`src/rtl/snake_move_ctrl.sv`:
```
// Snake head movement controller: frame-tick paced stepping of the head
// square with wrap-around, direction buffering with reverse rejection,
// and an IDLE -> PLAY -> OVER game flow with a timed game-over hold.
module snake_move_ctrl #(
   parameter int HRES        = 256,
   parameter int VRES        = 240,
   parameter int SNAKE_SIZE  = 8,
   parameter int SNAKE_SPEED = 1,
   parameter int STEP_DIV    = 4,
   parameter int OVER_FRAMES = 60
) (
   input  logic       clk,
   input  logic       reset_n,
   input  logic       vsync,
   input  logic       start,
   input  logic [3:0] switches_p1,
   input  logic       collide,
   output logic [8:0] snake_x,
   output logic [8:0] snake_y,
   output logic [1:0] snake_d,
   output logic [1:0] state,
   output logic       move_stb
);

   localparam logic [8:0] X_MAX     = 9'(HRES - SNAKE_SIZE);
   localparam logic [8:0] Y_MAX     = 9'(VRES - SNAKE_SIZE);
   localparam logic [8:0] X_CTR     = 9'((HRES - SNAKE_SIZE) / 2);
   localparam logic [8:0] Y_CTR     = 9'((VRES - SNAKE_SIZE) / 2);
   localparam logic [8:0] SPEED     = 9'(SNAKE_SPEED);
   localparam logic [7:0] STEP_LAST = 8'(STEP_DIV - 1);
   localparam logic [7:0] OVER_LOAD = 8'(OVER_FRAMES);

   localparam logic [1:0] DIR_L = 2'd0;
   localparam logic [1:0] DIR_R = 2'd1;
   localparam logic [1:0] DIR_U = 2'd2;
   localparam logic [1:0] DIR_D = 2'd3;

   typedef enum logic [1:0] {
      S_IDLE = 2'd0,
      S_PLAY = 2'd1,
      S_OVER = 2'd2,
      S_BAD  = 2'd3
   } state_t;

   state_t     state_q, state_d;
   logic [8:0] x_q, x_d;
   logic [8:0] y_q, y_d;
   logic [1:0] dir_q, dir_d;
   logic [1:0] pend_q, pend_d;
   logic [7:0] cnt_q, cnt_d;
   logic       vsync_q;
   logic       armed_q, armed_d;
   logic       move_stb_q, move_stb_d;

   logic       frame_tick;
   logic       sw_valid;
   logic [1:0] sw_dir;
   logic [8:0] step_x, step_y;
   logic       do_move;
   logic       go_idle;
   logic [1:0] ref_dir;

   // armed_q blocks a tick until vsync has been seen low after reset, so a
   // vsync already high at reset release cannot fake a rising edge.
   assign frame_tick = vsync & ~vsync_q & armed_q;

   // Direction buttons, priority left > right > up > down.
   always_comb begin
      sw_valid = 1'b1;
      sw_dir   = DIR_L;
      if (switches_p1[0])      sw_dir = DIR_L;
      else if (switches_p1[1]) sw_dir = DIR_R;
      else if (switches_p1[2]) sw_dir = DIR_U;
      else if (switches_p1[3]) sw_dir = DIR_D;
      else                     sw_valid = 1'b0;
   end

   // Candidate next position one step along the pending direction, wrapped.
   always_comb begin
      step_x = x_q;
      step_y = y_q;
      case (pend_q)
         DIR_L: step_x = (x_q < SPEED) ? X_MAX : x_q - SPEED;
         DIR_R: step_x = (({1'b0, x_q} + {1'b0, SPEED}) > {1'b0, X_MAX}) ? 9'd0 : x_q + SPEED;
         DIR_U: step_y = (y_q < SPEED) ? Y_MAX : y_q - SPEED;
         default: step_y = (({1'b0, y_q} + {1'b0, SPEED}) > {1'b0, Y_MAX}) ? 9'd0 : y_q + SPEED;
      endcase
   end

   // Next-state, counter, position and direction logic.
   always_comb begin
      state_d    = state_q;
      x_d        = x_q;
      y_d        = y_q;
      dir_d      = dir_q;
      pend_d     = pend_q;
      cnt_d      = cnt_q;
      move_stb_d = 1'b0;
      armed_d    = armed_q | ~vsync;
      go_idle    = 1'b0;
      do_move    = 1'b0;
      ref_dir    = dir_q;

      case (state_q)
         S_IDLE: begin
            go_idle = 1'b1;
            if (start) state_d = S_PLAY;
         end
         S_PLAY: begin
            do_move = frame_tick && !collide && (cnt_q >= STEP_LAST);
            // In a move cycle the direction about to be applied is pend_q,
            // so reverse rejection must be judged against it.
            ref_dir = do_move ? pend_q : dir_q;
            if (sw_valid && (sw_dir != (ref_dir ^ 2'd1))) pend_d = sw_dir;
            if (collide) begin
               state_d = S_OVER;
               cnt_d   = OVER_LOAD;
            end else if (frame_tick) begin
               if (do_move) begin
                  cnt_d      = 8'd0;
                  x_d        = step_x;
                  y_d        = step_y;
                  dir_d      = pend_q;
                  move_stb_d = 1'b1;
               end else begin
                  cnt_d = cnt_q + 8'd1;
               end
            end
         end
         S_OVER: begin
            if (frame_tick) begin
               if (cnt_q <= 8'd1) begin
                  state_d = S_IDLE;
                  go_idle = 1'b1;
               end else begin
                  cnt_d = cnt_q - 8'd1;
               end
            end
         end
         default: begin
            state_d = S_IDLE;
            go_idle = 1'b1;
         end
      endcase

      // Entering or sitting in IDLE recentres the head.
      if (go_idle) begin
         x_d    = X_CTR;
         y_d    = Y_CTR;
         dir_d  = DIR_R;
         pend_d = DIR_R;
         cnt_d  = 8'd0;
      end
   end

   // State registers with asynchronous active-low reset.
   always_ff @(posedge clk or negedge reset_n) begin
      if (!reset_n) begin
         state_q    <= S_IDLE;
         x_q        <= X_CTR;
         y_q        <= Y_CTR;
         dir_q      <= DIR_R;
         pend_q     <= DIR_R;
         cnt_q      <= 8'd0;
         vsync_q    <= 1'b0;
         armed_q    <= 1'b0;
         move_stb_q <= 1'b0;
      end else begin
         state_q    <= state_d;
         x_q        <= x_d;
         y_q        <= y_d;
         dir_q      <= dir_d;
         pend_q     <= pend_d;
         cnt_q      <= cnt_d;
         vsync_q    <= vsync;
         armed_q    <= armed_d;
         move_stb_q <= move_stb_d;
      end
   end

   assign snake_x  = x_q;
   assign snake_y  = y_q;
   assign snake_d  = dir_q;
   assign state    = state_q;
   assign move_stb = move_stb_q;

endmodule

```
`config.mk`:
```
export PLATFORM = sky130hd
export DESIGN_NAME = snake_move_ctrl
export DESIGN_NICKNAME = d
export VERILOG_FILES = /design/src/rtl/snake_move_ctrl.sv
export SDC_FILE = /design/constraint.sdc
export NUM_CORES = 1
export LEC_CHECK = 0
export BUFFER_PORTS_ARGS = -buffer_cell sky130_fd_sc_hd__buf_2
export CAP_MARGIN = 20
export CORE_MARGIN = 5
export CORE_UTILIZATION = 60
export CTS_CLUSTER_DIAMETER = 50
export DETAILED_ROUTE_END_ITERATION = 8
export HOLD_SLACK_MARGIN = 0.08
export PLACE_DENSITY_LB_ADDON = 0.25
export SLEW_MARGIN = 15
export SYNTH_ARGS = -nofsm -noshare
export SYNTH_HDL_FRONTEND = slang
export SYNTH_SLANG_ARGS = --single-unit
```
`constraint.sdc`:
```
create_clock -name clk -period 2.8 [get_ports clk]
set_clock_uncertainty 0.2 [all_clocks]
set_input_delay 0.84 -clock clk [delete_from_list [all_inputs] [get_ports clk]]
set_output_delay 0.84 -clock clk [all_outputs]
set_load 0.005 [all_outputs]
```
Word-level counts from Yosys, hierarchy flattened
Index checks and enable logic that the tools add are counted.
{ "op_classes": {"add_sub_neg": 8, "n_lt_le_gt_ge": 6, "eq_ne": 14, "mux": 51, "bitwise": 6, "reduce_logical": 19} }
{ "op_table": {"columns": ["cell", "count"], "rows": [
  ["$mux W9", 14],
  ["$mux W8", 6],
  ["$pmux W9 S2", 2],
  ["$mux W2", 16],
  ["$add A9 B1 Y10 const B", 2],
  ["$gt A10 B8 Y1 const B", 2],
  ["$add A9 B1 Y9 const B", 2],
  ["$lt A9 B1 Y1 const B", 2],
  ["$sub A9 B1 Y9 const B", 2],
  ["$pmux W8 S2", 1],
  ["$mux W1", 10],
  ["$reduce_and A5 Y1", 2],
  ["$add A8 B1 Y8 const B", 1],
  ["$ge A8 B2 Y1 const B", 1],
  ["$le A8 B1 Y1 const B", 1],
  ["$ne A2 B2 Y1 const B", 4],
  ["$reduce_and A4 Y1", 2],
  ["$reduce_bool A2 Y1", 4],
  ["$sub A8 B1 Y8 const B", 1],
  ["$ne A3 B3 Y1 const B", 2],
  ["$pmux W2 S3", 1],
  ["$reduce_bool A3 Y1", 2],
  ["$eq A2 B1 Y1 const B", 2],
  ["$eq A2 B2 Y1 const B", 2],
  ["13 further kinds", 20]
]} }
{ "totals": {"regBits": 35} }

Depth between registers and ports, before layout
Gate-level depths: netlist of the first run.
{ "logic_depth": {"depth_word": 12, "mapped_depth": 9} }

Worst setup path before layout of the first run
No wires, ideal clock.
{ "synth_path": {"kind": "input to register", "from": "in vsync", "to": "reg pend_q[0]", "setup_ps": 75, "t_arrival_ps": 2239, "t_required_ps": 2525, "path_slack_ps": 286, "stages": 7, "cell_sequence": "nand3b_1 -> a211o_1 -> buf_4 -> mux2i_1 -> xor2_1 -> a221oi_2 -> mux2i_1"} }
{ "synth_between": {"elab_chain_cells": 10, "word_cells_on_any_way": 14} }
{ "synth_rtl": {"columns": ["element", "line", "text"], "rows": [
  ["from (decl)", "14", "input logic vsync,"],
  ["$and A1 B1 Y1 (*) (2 in a row)", "65", "assign frame_tick = vsync & ~vsync_q & armed_q;"],
  ["$logic_and A1 B1 Y1 (2 in a row)", "110", "do_move = frame_tick && !collide && (cnt_q >= STEP_LAST);"],
  ["$mux W2", null, null],
  ["$not A1 Y1 (no line)", null, null],
  ["$ne A2 B2 Y1", "114", "if (sw_valid && (sw_dir != (ref_dir ^ 2'd1))) pend_d = sw_dir;"],
  ["$logic_and A1 B1 Y1", "114", null],
  ["$reduce_bool A2 Y1 (no line)", null, null],
  ["$reduce_and A2 Y1 (no line)", null, null],
  ["to (signal assigned)", "173", "pend_q <= pend_d;"],
  ["to (decl)", "49", "logic [1:0] pend_q, pend_d;"]
]} }
Every way passes the cells marked *; elsewhere a longest branch is shown, timed or not.
A chain may end at the register's enable or synchronous reset.

Worst setup path in the final report of the first run
{ "layout_path": {"from": "reg y_q[3] (netlist: snake_y[3])", "to": "reg y_q[5] (netlist: snake_y[5])"} }
{ "layout_between": {"elab_chain_cells": 9, "word_cells_on_any_way": 13} }
{ "layout_rtl": {"columns": ["element", "line", "text"], "rows": [
  ["from (decl)", "47", "logic [8:0] y_q, y_d;"],
  ["from (signal assigned)", "171", "y_q <= y_d;"],
  ["$add A9 B1 Y10", "86", "default: step_y = (({1'b0, y_q} + {1'b0, SPEED}) > {1'b0, Y_MAX}) ? 9'd0 : y_q + SPEED;"],
  ["$gt A10 B8 Y1", "86", null],
  ["$mux W9", "86", null],
  ["$pmux W9 S2 (*)", "82", "case (pend_q)"],
  ["$mux W9 (*)", "119", "if (do_move) begin"],
  ["$mux W9 (*)", "118", "end else if (frame_tick) begin"],
  ["$mux W9 (*)", "115", "if (collide) begin"],
  ["$mux W9 (*)", "104", "case (state_q)"],
  ["$mux W9 (*)", "147", "if (go_idle) begin"]
]} }
Every way passes the cells marked *; elsewhere a longest branch is shown, timed or not. The select of a mux whose other input is x is not followed.

==> impl_metrics.csv, run 1 <==
group,metric,value,unit
timing,slew_headroom,49.3,%
clocking,cts_setup_buffers,0,
power_and_ir_drop,leakage,0.00139,uW
final_layout,final_nets,420,
synth,async_reset_ff_share,100,%
placement,place_congestion,0.929,
detailed_routing,wl,7260,um
placement,dp.cells,462,
clocking,cts_resized,0,
placement,io_buffers,31,
global_routing,grt_pass1_wl,12300,um
floorplan,die_x,79.9,um
global_routing,overflow,0,
synth,synth-seq-cells,35,
global_routing,grtUsageTotal,24.2,%
floorplan,initial_core_util,62.1,%
clocking,clk_pin_slew,0.07,ns
timing,timing.final.crit_share,93.2,%
detailed_routing,vias_per_cell,6.25,
critical_path,criticalPathCategory,"reg -> reg",
final_layout,fill_cells,363,
synth,yosysWarnings,0,
critical_path,required,2.82,ns
clocking,cts_sinks,35,
detailed_routing,drt_pass1_iterations,5,
floorplan,num_rows,25,
global_routing,grt_max_degree,36,
synth,synth_edf_count,0,
power_and_ir_drop,power.density,608,mW/mm^2
global_routing,grt_pass1_vias,2662,
detailed_routing,postRouteAntennaNets,0,
clocking,cts_tree,"done",
synth,syn_inst,365,
floorplan,ios,32,
timing,tightest_slew,0.761,ns
critical_path,crit_slowest_cell,"dfrtp_1",
detailed_routing,drc_errors,0,
timing,setup_tns,0,ns
clocking,h-tree-depth,2,
final_layout,insertedDiodeCount,0,
final_layout,utilization,70.4,%
timing,hold_ws,0.302,ns
synth,avgSynthCellArea,8.04,um^2
clocking,clkLatencyLatePin,0.29,ns
timing,slew_violations,0,
detailed_routing,vias,2937,
hold_path,hold_class,"reg -> reg",
floorplan,dieHeight,79.9,um
synth,syn_nets,383,
critical_path,end_kind,"flip-flop",
synth,synth_flop_cell,"dfrtp_1",
final_layout,syn2layout_area_growth,13.4,%
critical_path,crit_path_start_kind,"flip-flop",
critical_path,critical_path_arrival,2.63,ns
floorplan,dieArea,0.00639,mm^2
placement,post-dp-hpwl,5400,um
clocking,ctsRootBufferMaster,"clkbuf_8",
clocking,numCtsBuffers,5,
critical_path,path_cells,"nand3_1, nor4_1, mux2_2, a211oi_1, buf_4, o21ai_0, a2bb2oi_1",
synth,ys_seq_area_share,30.3,%
clocking,clockBufferDepth,2,
synth,syn_area,0.00293,mm^2
detailed_routing,wl_per_cell,15.4,um
timing,setup_viol,0,
critical_path,slowest_delay,0.56,ns
floorplan,core,0.00472,mm^2
timing,fin_crit,2.61,ns
synth,yosysUniqueCellTypes,66,
job,drv_cap,0,
critical_path,worst-path-max-fanout,11,
status,status,"finished clean",
timing,fmax,383,MHz
timing,rsz0062_at_grt,"no",
final_layout,fin_cells,470,
clocking,holdBufCountCts,0,
detailed_routing,drt_iter0_drc,295,
global_routing,antenna_found_initial,0,
power_and_ir_drop,ir_drop,558,uV
final_layout,drive_gt1_share,21.3,%
timing,hold_viol_final,0,
power_and_ir_drop,finalPower,2020,uW
-- through the flow --
stage                     cell area, um^2  setup WS [ns]
after floorplan                      2930          0.286
after global placement               3240          0.200
after detailed placement             3240          0.137
after CTS                            3330          0.230
after global routing                 3330       0.000779
final                                3330          0.190
-- flip-flops by register name, summed over array words and instances (netlist names) --
register  cells
armed_q       1
cnt_q         8
move_stb      1
pend_q        2
snake_d       2
snake_x       9
snake_y       9
state         2
vsync_q       1
-- cell usage in the layout, fill, tap and decap left out, drive strengths merged, types with 5 or more instances in the layout --
cell type	count
o31ai	5
dfstp	11
nor3	16
nand2b	7
nor2	38
o21ai	26
or3	6
o211ai	5
nor4	7
nand3	17
xnor2	7
nand4	5
nand2	28
a22o	7
nor2b	7
clkbuf	5
mux2i	6
dfrtp	24
ha	9
a31oi	5
a21oi	20
inv	13
buf	54
xor2	9
-- cell usage after synthesis (3+ instances only) --
cell | count | share of area, %
a22o_1 | 7 | 2.1
mux2i_1 | 6 | 2.0
a31oi_1 | 5 | 1.1
o211ai_1 | 5 | 1.3
nor2b_1 | 7 | 1.5
or3_1 | 6 | 1.3
dfrtp_1 | 24 | 20
clkbuf_1 | 14 | 1.8
nor4_1 | 5 | 1.1
nor2_1 | 38 | 4.9
a211o_1 | 4 | 1.2
nor3_1 | 15 | 2.6
buf_2 | 8 | 1.4
nor3b_1 | 4 | 1.0
xor2_1 | 9 | 2.7
nand3_1 | 16 | 2.7
xnor2_1 | 7 | 2.1
and3_1 | 4 | 0.85
dfstp_2 | 11 | 9.9
nand4_1 | 5 | 1.1
ha_1 | 9 | 3.8
nand2b_1 | 7 | 1.5
o31ai_1 | 5 | 1.3
o22ai_1 | 4 | 0.85
nand2_1 | 28 | 3.6
inv_1 | 13 | 1.7
a21oi_1 | 20 | 3.4
o21ai_0 | 23 | 3.9
a21o_1 | 3 | 0.77
o21ai_1 | 3 | 0.51
-- path summary, 6_finish.rpt --
kind / startpoint / to / slack, ns / cells past startpoint
worst min-delay path: armed_q / armed_q / 0.30 / 1
worst max register to register: snake_y[3] / snake_y[5] / 0.19 / 7
max in group asynchronous: reset_n / snake_x[1] / 1.50 / 1
worst min register to register: armed_q / armed_q / 0.30 / 1
worst max-delay path: snake_y[3] / snake_y[5] / 0.19 / 7
min in group asynchronous: reset_n / cnt_q[1] / 0.41 / 1
-- per-layer routing --
metal	share of wire [%]	vias to the layer above	track usage [%]
met3	6.8	14	4.63
met1	45	1380	33.4
met4	1.5	0	7.77
met2	47	127	38.0
li1	-	1416	-
met5	0	-	0
-- final cells by class --
type | count | area [um^2] | share of cell area [%]
clock buffer | 5 | 68.8 | 2.07
clock inverter | 3 | 20.0 | 0.602
inverter | 13 | 48.8 | 1.47
multi-input combinational | 293 | 1890 | 56.8
sequential | 35 | 890 | 26.7
tap | 67 | 83.8 | 2.52
timing repair buffer | 54 | 328 | 9.85
-- power by group --
part | switching, uW | internal [uW] | total [uW]
sequential | 137 | 582 | 719
combinational | 544 | 394 | 937
clock | 193 | 173 | 366
-- cells by family (layout without fill, tap and decap cells) --
family,after synthesis,count (layout),synth area share (%)
DFF,35,35,30.3
and+or+nand+nor,152,152,27.4
buffers and inverters,37,75,5.33
adders and majority gates,9,9,3.84
muxes,8,8,2.81
AOI/OAI and AO/OA,108,108,25.5
xor gates and xnor gates,16,16,4.78
-- critical path: cells and delay by family (launching register included) --
kind / cells / cell delay, ns
flip-flops: 1 / 0.56
multiplexers: 1 / 0.39
AO/OA/AOI/OAI: 3 / 0.69
AND/OR/NAND/NOR: 2 / 0.51
buffers and inverters: 1 / 0.20
Note: power is estimated with default switching activity, not from simulation.
==> run 2: changes to the inputs <==
--- a/config.mk
+++ b/config.mk
@@ -7,6 +7,7 @@
 export LEC_CHECK = 0
 export BUFFER_PORTS_ARGS = -buffer_cell sky130_fd_sc_hd__buf_2
 export CAP_MARGIN = 20
+export CORE_ASPECT_RATIO = 1.1
 export CORE_MARGIN = 5
 export CORE_UTILIZATION = 60
 export CTS_CLUSTER_DIAMETER = 50
==> impl_metrics.csv, run 2 (synthesis gave the netlist of run 1 again) <==
group,metric,value,unit
detailed_routing,drc_errors,0,
critical_path,critical_path_arrival,2.66,ns
clocking,numCtsBuffers,5,
critical_path,criticalPathCategory,"reg -> reg",
floorplan,die_x,76.7,um
detailed_routing,postRouteAntennaNets,0,
final_layout,fill_cells,380,
critical_path,path_cells,"nand2_1, nor4_1, mux2_2, a211oi_1, buf_4, o211ai_1, o21ai_0",
global_routing,grt_pass1_wl,12800,um
power_and_ir_drop,ir_drop,580,uV
placement,post-dp-hpwl,5400,um
timing,slew_headroom,48.6,%
power_and_ir_drop,switchingPower,850,uW
timing,setup_tns,0,ns
power_and_ir_drop,combPwrFrac,44.3,%
final_layout,syn2layout_area_growth,12.8,%
timing,fin_crit,2.66,ns
floorplan,core,0.00468,mm^2
final_layout,layout_commonest_cell,"nor2_1",
detailed_routing,vias_per_cell,6.45,
power_and_ir_drop,switching_share,40.9,%
placement,place_congestion,0.884,
global_routing,grt_max_degree,36,
placement,dp.cells,448,
final_layout,fin_cells,456,
timing,timing.final.crit_share,95.2,%
global_routing,antenna_found_initial,0,
final_layout,drive_gt1_share,20.5,%
clocking,clockBufferDepth,2,
final_layout,insertedDiodeCount,0,
clocking,clk_pin_slew,0.07,ns
detailed_routing,drt_pass1_iterations,4,
detailed_routing,vias,2940,
critical_path,crit_buf_inv,1,
global_routing,grt_pass1_vias,2721,
power_and_ir_drop,p_int,1230,uW
clocking,h-tree-depth,2,
timing,tightest_slew,0.770,ns
job,drv_cap,0,
clocking,cts_sinks,35,
clocking,holdBufCountCts,0,
floorplan,initial_core_util,62.6,%
critical_path,slowest_delay,0.64,ns
detailed_routing,wl_per_cell,16.0,um
global_routing,overflow,0,
clocking,cts_tree,"done",
timing,fmax,375,MHz
critical_path,crit_slowest_cell,"dfstp_2",
placement,io_buffers,31,
critical_path,crit_path_start_kind,"flip-flop",
critical_path,end_kind,"flip-flop",
global_routing,grtUsageTotal,23.3,%
detailed_routing,drt_iter0_drc,238,
critical_path,cp_top_family,"compound AO/OA/AOI/OAI gates",
floorplan,ios,32,
power_and_ir_drop,seqPwrFrac,34.5,%
final_layout,final_nets,417,
floorplan,dieArea,0.00639,mm^2
hold_path,hold_class,"reg -> reg",
power_and_ir_drop,power.density,629,mW/mm^2
detailed_routing,wl,7290,um
power_and_ir_drop,leakage,0.00139,uW
status,status,"finished clean",
timing,hold_viol_final,0,
clocking,clkLatencyLatePin,0.29,ns
timing,setup_viol,0,
floorplan,num_rows,26,
final_layout,final_cell_mix,"38 x nor2_1, 31 x buf_2, 28 x nand2_1",
power_and_ir_drop,p_clk_share,21.2,%
clocking,ctsRootBufferMaster,"clkbuf_8",
timing,slew_violations,0,
timing,rsz0062_at_grt,"no",
floorplan,dieHeight,83.3,um
critical_path,worst-path-max-fanout,11,
critical_path,required,2.80,ns
==> run 2: changes by cell type in the layout (fill, tap and decap cells not counted) <==
cell / delta
a211o_1: -1
a211o_2: +1
buf_4: -3
bufinv_16: +1
clkbuf_1: +2
clkinv_2: -1
clkinvlp_4: -2
==> run 2: metal layers <==
metal  routed length [um]  GRT usage (%)  vias to the layer above  share of wire [%]
li1                     -              -                     1411                  -
met4                  142           6.84                        0                1.9
met5                    0              0                        -                  0
met3                  364           4.55                       14                5.0
met2                 3440           37.3                       96                 47
met1                 3340           31.7                     1419                 46
==> run 2: power by group through the flow <==
stage / clock, uW / combinational, uW / sequential (uW)
after global placement: 0 / 892 / 719
after floorplan: 0 / 703 / 660
final: 441 / 922 / 717
after global routing: 478 / 1010 / 736
after detailed placement: 0 / 911 / 722
after CTS: 449 / 915 / 715
==> run 2: repair_timing <==
action | in CTS | in global routing
resized for setup | 0 | 1
setup endpoints to repair | 0 | 2
setup buffers | 0 | 0
==> run 2: worst paths after layout <==
path	from	to	slack, ns	cells past startpoint
setup / recovery	snake_y[2]	snake_y[0]	0.14	7
hold / removal	armed_q	armed_q	0.30	1
setup reg to reg	snake_y[2]	snake_y[0]	0.14	7
hold reg to reg	armed_q	armed_q	0.30	1
max in group asynchronous	reset_n	vsync_q	1.49	1
min in group asynchronous	reset_n	state[0]	0.43	1
==> run 2: worst register-to-register path: stages (launching register included) <==
cell and delay, ns:
dfstp_2 0.64, nand2_1 0.17, nor4_1 0.25, mux2_2 0.40
a211oi_1 0.48, buf_4 0.22, o211ai_1 0.10, o21ai_0 0.13
==> run 2: final cells by class <==
type	instances	area (um^2)	share of cell area [%]
multi-input cells	293	1890	57.1
flip-flops and latches	35	890	26.9
repair buffers	51	305	9.22
clock buffers	7	76.3	2.31
well taps	56	70.1	2.12
inverters	13	48.8	1.47
clock inverters	1	30.0	0.907
==> run 2: per-stage QoR <==
stage,total power (uW),setup WS [ns],hold WS (ns),utilization [%],instance area (um^2)
after global placement,1610,0.169,0.275,68.3,3200
after CTS,2080,0.114,0.293,70.6,3310
after global routing,2230,0.00923,0.343,70.6,3310
after floorplan,1360,0.286,0.250,-,2930
after detailed placement,1630,0.0645,0.274,68.3,3200
final,2080,0.135,0.295,70.6,3310
